File: src/rtl/apu_reg_writer.sv
// APU register writer: {address, data} byte pairs into a 16 x 8 register file with per-channel change toggles.
// Optional echo of each written byte is built when APU_REG_ECHO_EN is defined.
module apu_reg_writer #(
  parameter int          TIMEOUT_CYCLES = 4096,
  parameter logic [3:0]  ADDR_PAGE      = 4'h4
) (
  input  logic         clk,
  input  logic         rst_n,
  input  logic         rx_valid,
  input  logic [7:0]   rx_data,
  output logic [127:0] reg_bus,
  output logic [3:0]   change,
  output logic         frame_err,
  output logic         tx_valid,
  output logic [7:0]   tx_data,
  input  logic         tx_ready
);

  localparam int CW = (TIMEOUT_CYCLES > 2) ? $clog2(TIMEOUT_CYCLES) : 1;
  // The expiry edge is the one on which the counter would reach TIMEOUT_CYCLES-1.
  localparam logic [CW-1:0] CNT_LAST = CW'(TIMEOUT_CYCLES - 2);

  typedef enum logic {ST_ADDR, ST_DATA} state_t;

  state_t                state_q, state_d;
  logic [3:0]            idx_q, idx_d;
  logic                  bad_q, bad_d;
  logic [CW-1:0]         cnt_q, cnt_d;
  logic [15:0][7:0]      regs_q, regs_d;
  logic [3:0]            change_q, change_d;
  logic                  frame_err_q, frame_err_d;
  logic                  wr_en;

  always_comb begin
    state_d     = state_q;
    idx_d       = idx_q;
    bad_d       = bad_q;
    cnt_d       = cnt_q;
    regs_d      = regs_q;
    change_d    = change_q;
    frame_err_d = 1'b0;
    wr_en       = 1'b0;
    case (state_q)
      ST_ADDR: begin
        if (rx_valid) begin
          idx_d   = rx_data[3:0];
          bad_d   = (rx_data[7:4] != ADDR_PAGE);
          cnt_d   = '0;
          state_d = ST_DATA;
        end
      end
      ST_DATA: begin
        if (rx_valid) begin
          state_d = ST_ADDR;
          if (bad_q) begin
            frame_err_d = 1'b1;
          end else begin
            wr_en                  = 1'b1;
            regs_d[idx_q]          = rx_data;
            change_d[idx_q[3:2]]   = ~change_q[idx_q[3:2]];
          end
        end else if (cnt_q == CNT_LAST) begin
          state_d     = ST_ADDR;
          frame_err_d = 1'b1;
        end else begin
          cnt_d = cnt_q + CW'(1);
        end
      end
      default: state_d = ST_ADDR;
    endcase
  end

  always_ff @(posedge clk) begin
    if (!rst_n) begin
      state_q     <= ST_ADDR;
      idx_q       <= '0;
      bad_q       <= 1'b0;
      cnt_q       <= '0;
      regs_q      <= '0;
      change_q    <= '0;
      frame_err_q <= 1'b0;
    end else begin
      state_q     <= state_d;
      idx_q       <= idx_d;
      bad_q       <= bad_d;
      cnt_q       <= cnt_d;
      regs_q      <= regs_d;
      change_q    <= change_d;
      frame_err_q <= frame_err_d;
    end
  end

  assign reg_bus   = regs_q;
  assign change    = change_q;
  assign frame_err = frame_err_q;

`ifdef APU_REG_ECHO_EN
  logic       tx_valid_q, tx_valid_d;
  logic [7:0] tx_data_q, tx_data_d;

  // A newer write overwrites a pending echo, so only the latest byte is sent.
  always_comb begin
    tx_valid_d = tx_valid_q;
    tx_data_d  = tx_data_q;
    if (tx_valid_q && tx_ready) begin
      tx_valid_d = 1'b0;
    end
    if (wr_en) begin
      tx_valid_d = 1'b1;
      tx_data_d  = rx_data;
    end
  end

  always_ff @(posedge clk) begin
    if (!rst_n) begin
      tx_valid_q <= 1'b0;
      tx_data_q  <= '0;
    end else begin
      tx_valid_q <= tx_valid_d;
      tx_data_q  <= tx_data_d;
    end
  end

  assign tx_valid = tx_valid_q;
  assign tx_data  = tx_data_q;
`else
  logic unused_echo;
  assign unused_echo = tx_ready ^ wr_en;
  assign tx_valid    = 1'b0;
  assign tx_data     = 8'h00;
`endif

endmodule
File: config.mk
export PLATFORM = sky130hd
export DESIGN_NAME = apu_reg_writer
export DESIGN_NICKNAME = d
export VERILOG_FILES = /design/src/rtl/apu_reg_writer.sv
export SDC_FILE = /design/constraint.sdc
export NUM_CORES = 1
export LEC_CHECK = 0
export CAP_MARGIN = 0
export CORE_ASPECT_RATIO = 0.75
export CORE_MARGIN = 8
export CORE_UTILIZATION = 49
export DETAILED_ROUTE_END_ITERATION = 16
export HOLD_SLACK_MARGIN = 0.02
export PLACE_DENSITY = 0.8
export SYNTH_ARGS = -nofsm -noshare
export SYNTH_HDL_FRONTEND = slang
export SYNTH_SLANG_ARGS = --single-unit
File: constraint.sdc
create_clock -name clk -period 2.5 [get_ports clk]
set_input_delay 0.25 -clock clk [delete_from_list [all_inputs] [get_ports clk]]
set_output_delay 0.25 -clock clk [all_outputs]
set_load 0.01 [all_outputs]
==> metrics.log <==
[metrics] result of the run: complete, no violations
[metrics] final layout net count: 743
[metrics] EDFF count, synth: 0
[metrics] peak ir drop on the vdd network: 485 uV
[metrics] Design Power: 5.37 mW
[metrics] number of instances in the synthesized netlist: 601
[metrics] TritonCTS clock tree: built
[metrics] Initial Utilization: 49.7%
[metrics] highest attainable clock frequency: 0.517 GHz
[metrics] cell-by-cell listing of the critical path: inv_1, ha_1, and4_4, and4_4, or4_1, a211oi_1
[metrics] minimum period implied by the final worst setup slack: 1930 ps
[metrics] number of buffers inserted during clock tree synthesis: 17
[metrics] setup clock skew after layout: 8.58 ps
[metrics] Critical Path Source Type: register
[metrics] DRC violation count after routing: 0
[metrics] area grow syn2layout: 35.6%
[metrics] setup repair after global routing missed its margin: no
[metrics] leakage power: 3.50 nW
[metrics] initial DRC count: 355
[metrics] measured slew at the worst slew-check pin: 905 ps
[metrics] Top-Level Pins: 154
[metrics] final setup fails: 0
[metrics] number of antenna violations at the first check in global routing: 0
[metrics] number of post-CTS setup repair buffers: 0
[metrics] Worst Path Required: 2820 ps
[metrics] share of power burned in combinational logic: 4.8%
[metrics] fraction of final layout cells with drive strength greater than 1: 9.46%
[metrics] worst slack at placement: 299 ps
[metrics] Clock Path Buffers: 2
[metrics] die width: 144 um
[metrics] post-synthesis simple-gate area fraction: 18.1%
[metrics] Sinks on Clock Net: 151
[metrics] worst r2r path cells: 6
[metrics] worst setup slack after layout: 567 ps
[metrics] total global-route track usage: 20.6%
[metrics] post-DR vias/cell: 5.27
[metrics] most common cell after layout, fill and taps aside: dfxtp_1
[metrics] share of the synthesized area in compound gates (AO/OA/AOI/OAI): 4.59%
[metrics] Worst Setup EP: cnt_q[6]$_SDFFE_PN0P_
[metrics] number of endpoints with negative hold slack in the final report: 0
[metrics] start-to-end type of the worst setup path: register to register
[metrics] final-report max-slew violation count: 0
[metrics] share of synthesized cell area in full adder, half adder and majority cells: 0.415%
[metrics] Total Wirelength: 16800 um
[metrics] placed cell count: 876
[metrics] kind of end point of the critical path: register
[metrics] total inserted antenna cells: 0
[metrics] Arrival @ worst endpoint: 2250 ps
[metrics] master of the slowest instance on the critical path: or4_1
[metrics] mux share of post-synthesis cell area: 22.0%
[metrics] H-tree levels: 4
[metrics] non-filler cells, final: 906
[metrics] capture point of the worst reg-to-reg path: cnt_q[6]$_SDFFE_PN0P_
[metrics] critical path's largest stage delay: 480 ps
[metrics] beginning of the critical path: cnt_q[0]$_SDFFE_PN0P_
[metrics] number of antenna-violating nets in the routed design: 0
[metrics] combinational family with the most area after synthesis: multiplexers
[metrics] per-cell routed wire length: 18.5 um
[metrics] Final Cycle Share: 77.3%
[metrics] routability-driven placement congestion ratio: 0.852
[metrics] clock latency on the worst-skew pair: 410 ps
[metrics] Clock power frac: 49.7%
[metrics] class of the most critical hold timing path: register to register
[metrics] remaining global-route overflow: 0
[metrics] wire length of the first global-routing pass: 25900 um
[metrics] minimum setup slack among reg-to-reg paths: 570 ps
[metrics] Async SR Flop Fraction: 0%
[metrics] setup tns final: 0 ps
[metrics] clock tree root buffer cell: clkbuf_16
[metrics] post-synthesis sequential element count: 151
[metrics] critical path's most frequent cell: and4_4
[metrics] post-synthesis cell area: 0.00603 sq mm
[metrics] post-detail-place hpwl: 11700 um
[metrics] count of standard-cell rows: 35
[metrics] height of the die: 112 um
[metrics] Syn Area/Cell: 10.0 sq um
[metrics] number of global-route vias before repair: 4759
[metrics] Psw: 1.18 mW
[metrics] largest net degree at the start of global routing: 64
[metrics] total iterations of the first detailed-routing run: 5
[metrics] origin of the critical flop-to-flop path: cnt_q[0]$_SDFFE_PN0P_
[metrics] total vias in the final route: 4773
[metrics] share of the synthesized netlist area taken by xor and xnor gates: 0%
[metrics] Hold Path Cell Cnt: 2
[metrics] commonest cells after routing, fill and taps aside: dfxtp_1 (151), clkdlybuf4s50_1 (143), nor2_1 (134), mux2i_1 (130), nand2_1 (21)
[metrics] relative max-transition margin: 39.4%
[metrics] number of violations of the max-capacitance limit: 0
[metrics] cell area power density: 656 mW/mm^2
[metrics] Sequential Power Share: 45.5%
[metrics] quantity of gates resized following cts: 0
[metrics] internal power consumption: 4.19 mW
[metrics] most used flip-flop cell after synthesis: dfxtp_1
[metrics] switching portion of total power: 21.9%
[metrics] largest driver fanout on the critical path: 11
[metrics] core region area: 0.0121 sq mm
[metrics] Clock transition at path regs: 60 ps
[metrics] total die area: 0.0162 sq mm
[metrics] number of synthesis warnings: 0
[metrics] post-route core utilization: 67.4%
[metrics] sequential area share after synthesis: 50.1%
[metrics] post-synthesis cell type count: 47
[metrics] number of buffers inserted by hold repair at cts: 0
[metrics] IO Port Bufs: 143
-- per-stage QoR --
step | cell area [sq um] | hold WS, ps
global placement | 7560 | 473
finish | 8180 | 492
global route | 8180 | 516
CTS | 8180 | 497
floorplan | 6060 | 464
detailed placement | 7560 | 482
-- layout make-up --
cell class                      count  area (sq um)
Tap cell                          166           208
Timing Repair Buffer              157          1560
Multi-Input combinational cell    397          2750
Sequential cell                   151          3020
Clock inverter                     12           176
Inverter                            5          21.3
Clock buffer                       18           439
Fill cell                         937          3950
-- flip-flops by register name (all words and copies together), names as in the netlist --
signal     flops
bad_q          1
idx_q          4
state_q        1
cnt_q         12
reg_bus      128
change         4
frame_err      1
-- how the worst min path moves through the flow --
stage	from	end
6_report	reg_bus[77]$_SDFFE_PN0P_	reg_bus[77]$_SDFFE_PN0P_
5_1_grt	reg_bus[19]$_SDFFE_PN0P_	reg_bus[19]$_SDFFE_PN0P_
4_1_cts	reg_bus[77]$_SDFFE_PN0P_	reg_bus[77]$_SDFFE_PN0P_
3_5_place_dp	reg_bus[77]$_SDFFE_PN0P_	reg_bus[77]$_SDFFE_PN0P_
3_3_place_gp	reg_bus[94]$_SDFFE_PN0P_	reg_bus[94]$_SDFFE_PN0P_
2_1_floorplan	bad_q$_SDFFE_PN0P_	frame_err$_SDFF_PN0_
-- cell families (layout without fill, tap and decap cells) --
kind of cell | Yosys count | after routing
adder cells (fa/ha/maj) | 2 | 2
AND/OR/NAND/NOR | 214 | 214
flip-flops | 151 | 151
multiplexers | 131 | 131
buffers and inverters | 61 | 192
other | 1 | 9
AO/OA/AOI/OAI | 41 | 41
-- critical path, delay by kind of cell, from the launching register on --
kind	cells	cell delay (ps)
buffers and inverters	1	90
DFF	1	400
AOI/OAI and AO/OA	1	240
and+or+nand+nor	3	910
adders and majority gates	1	220
-- power groups by stage --
stage / clock network (mW) / registers (mW) / logic [mW]
after floorplan: 0 / 2.49 / 0.173
after global placement: 0 / 2.49 / 0.246
after detailed placement: 0 / 2.49 / 0.253
after CTS: 2.71 / 2.44 / 0.254
after global routing: 2.80 / 2.44 / 0.274
final: 2.67 / 2.44 / 0.255
-- cells in the mapped netlist (all sizes together), types with 3 or more instances --
library cell	number	area [sq um]
nor2	134	503
o21ai	4	20.0
nor2b	6	37.5
a21oi	16	80.1
dfxtp	151	3020
inv	5	18.8
and4	3	33.8
nor4	3	18.8
buf	23	144
a311oi	5	43.8
mux2i	130	1300
nor3	9	113
nand4	6	50.0
clkbuf	33	125
o31ai	3	22.5
nand2b	6	37.5
nand3	14	120
nand2	21	78.8
-- metal layers --
| layer | up-vias | global-route usage, % | wire length [um] |
|---|---|---|---|
| met5 | - | 0 | 0 |
| met2 | 170 | 32.2 | 7850 |
| met4 | 0 | 6.99 | 278 |
| met1 | 2289 | 24.7 | 6800 |
| met3 | 18 | 9.20 | 1870 |
| li1 | 2296 | - | - |
Power figures use the tool's default switching activity.
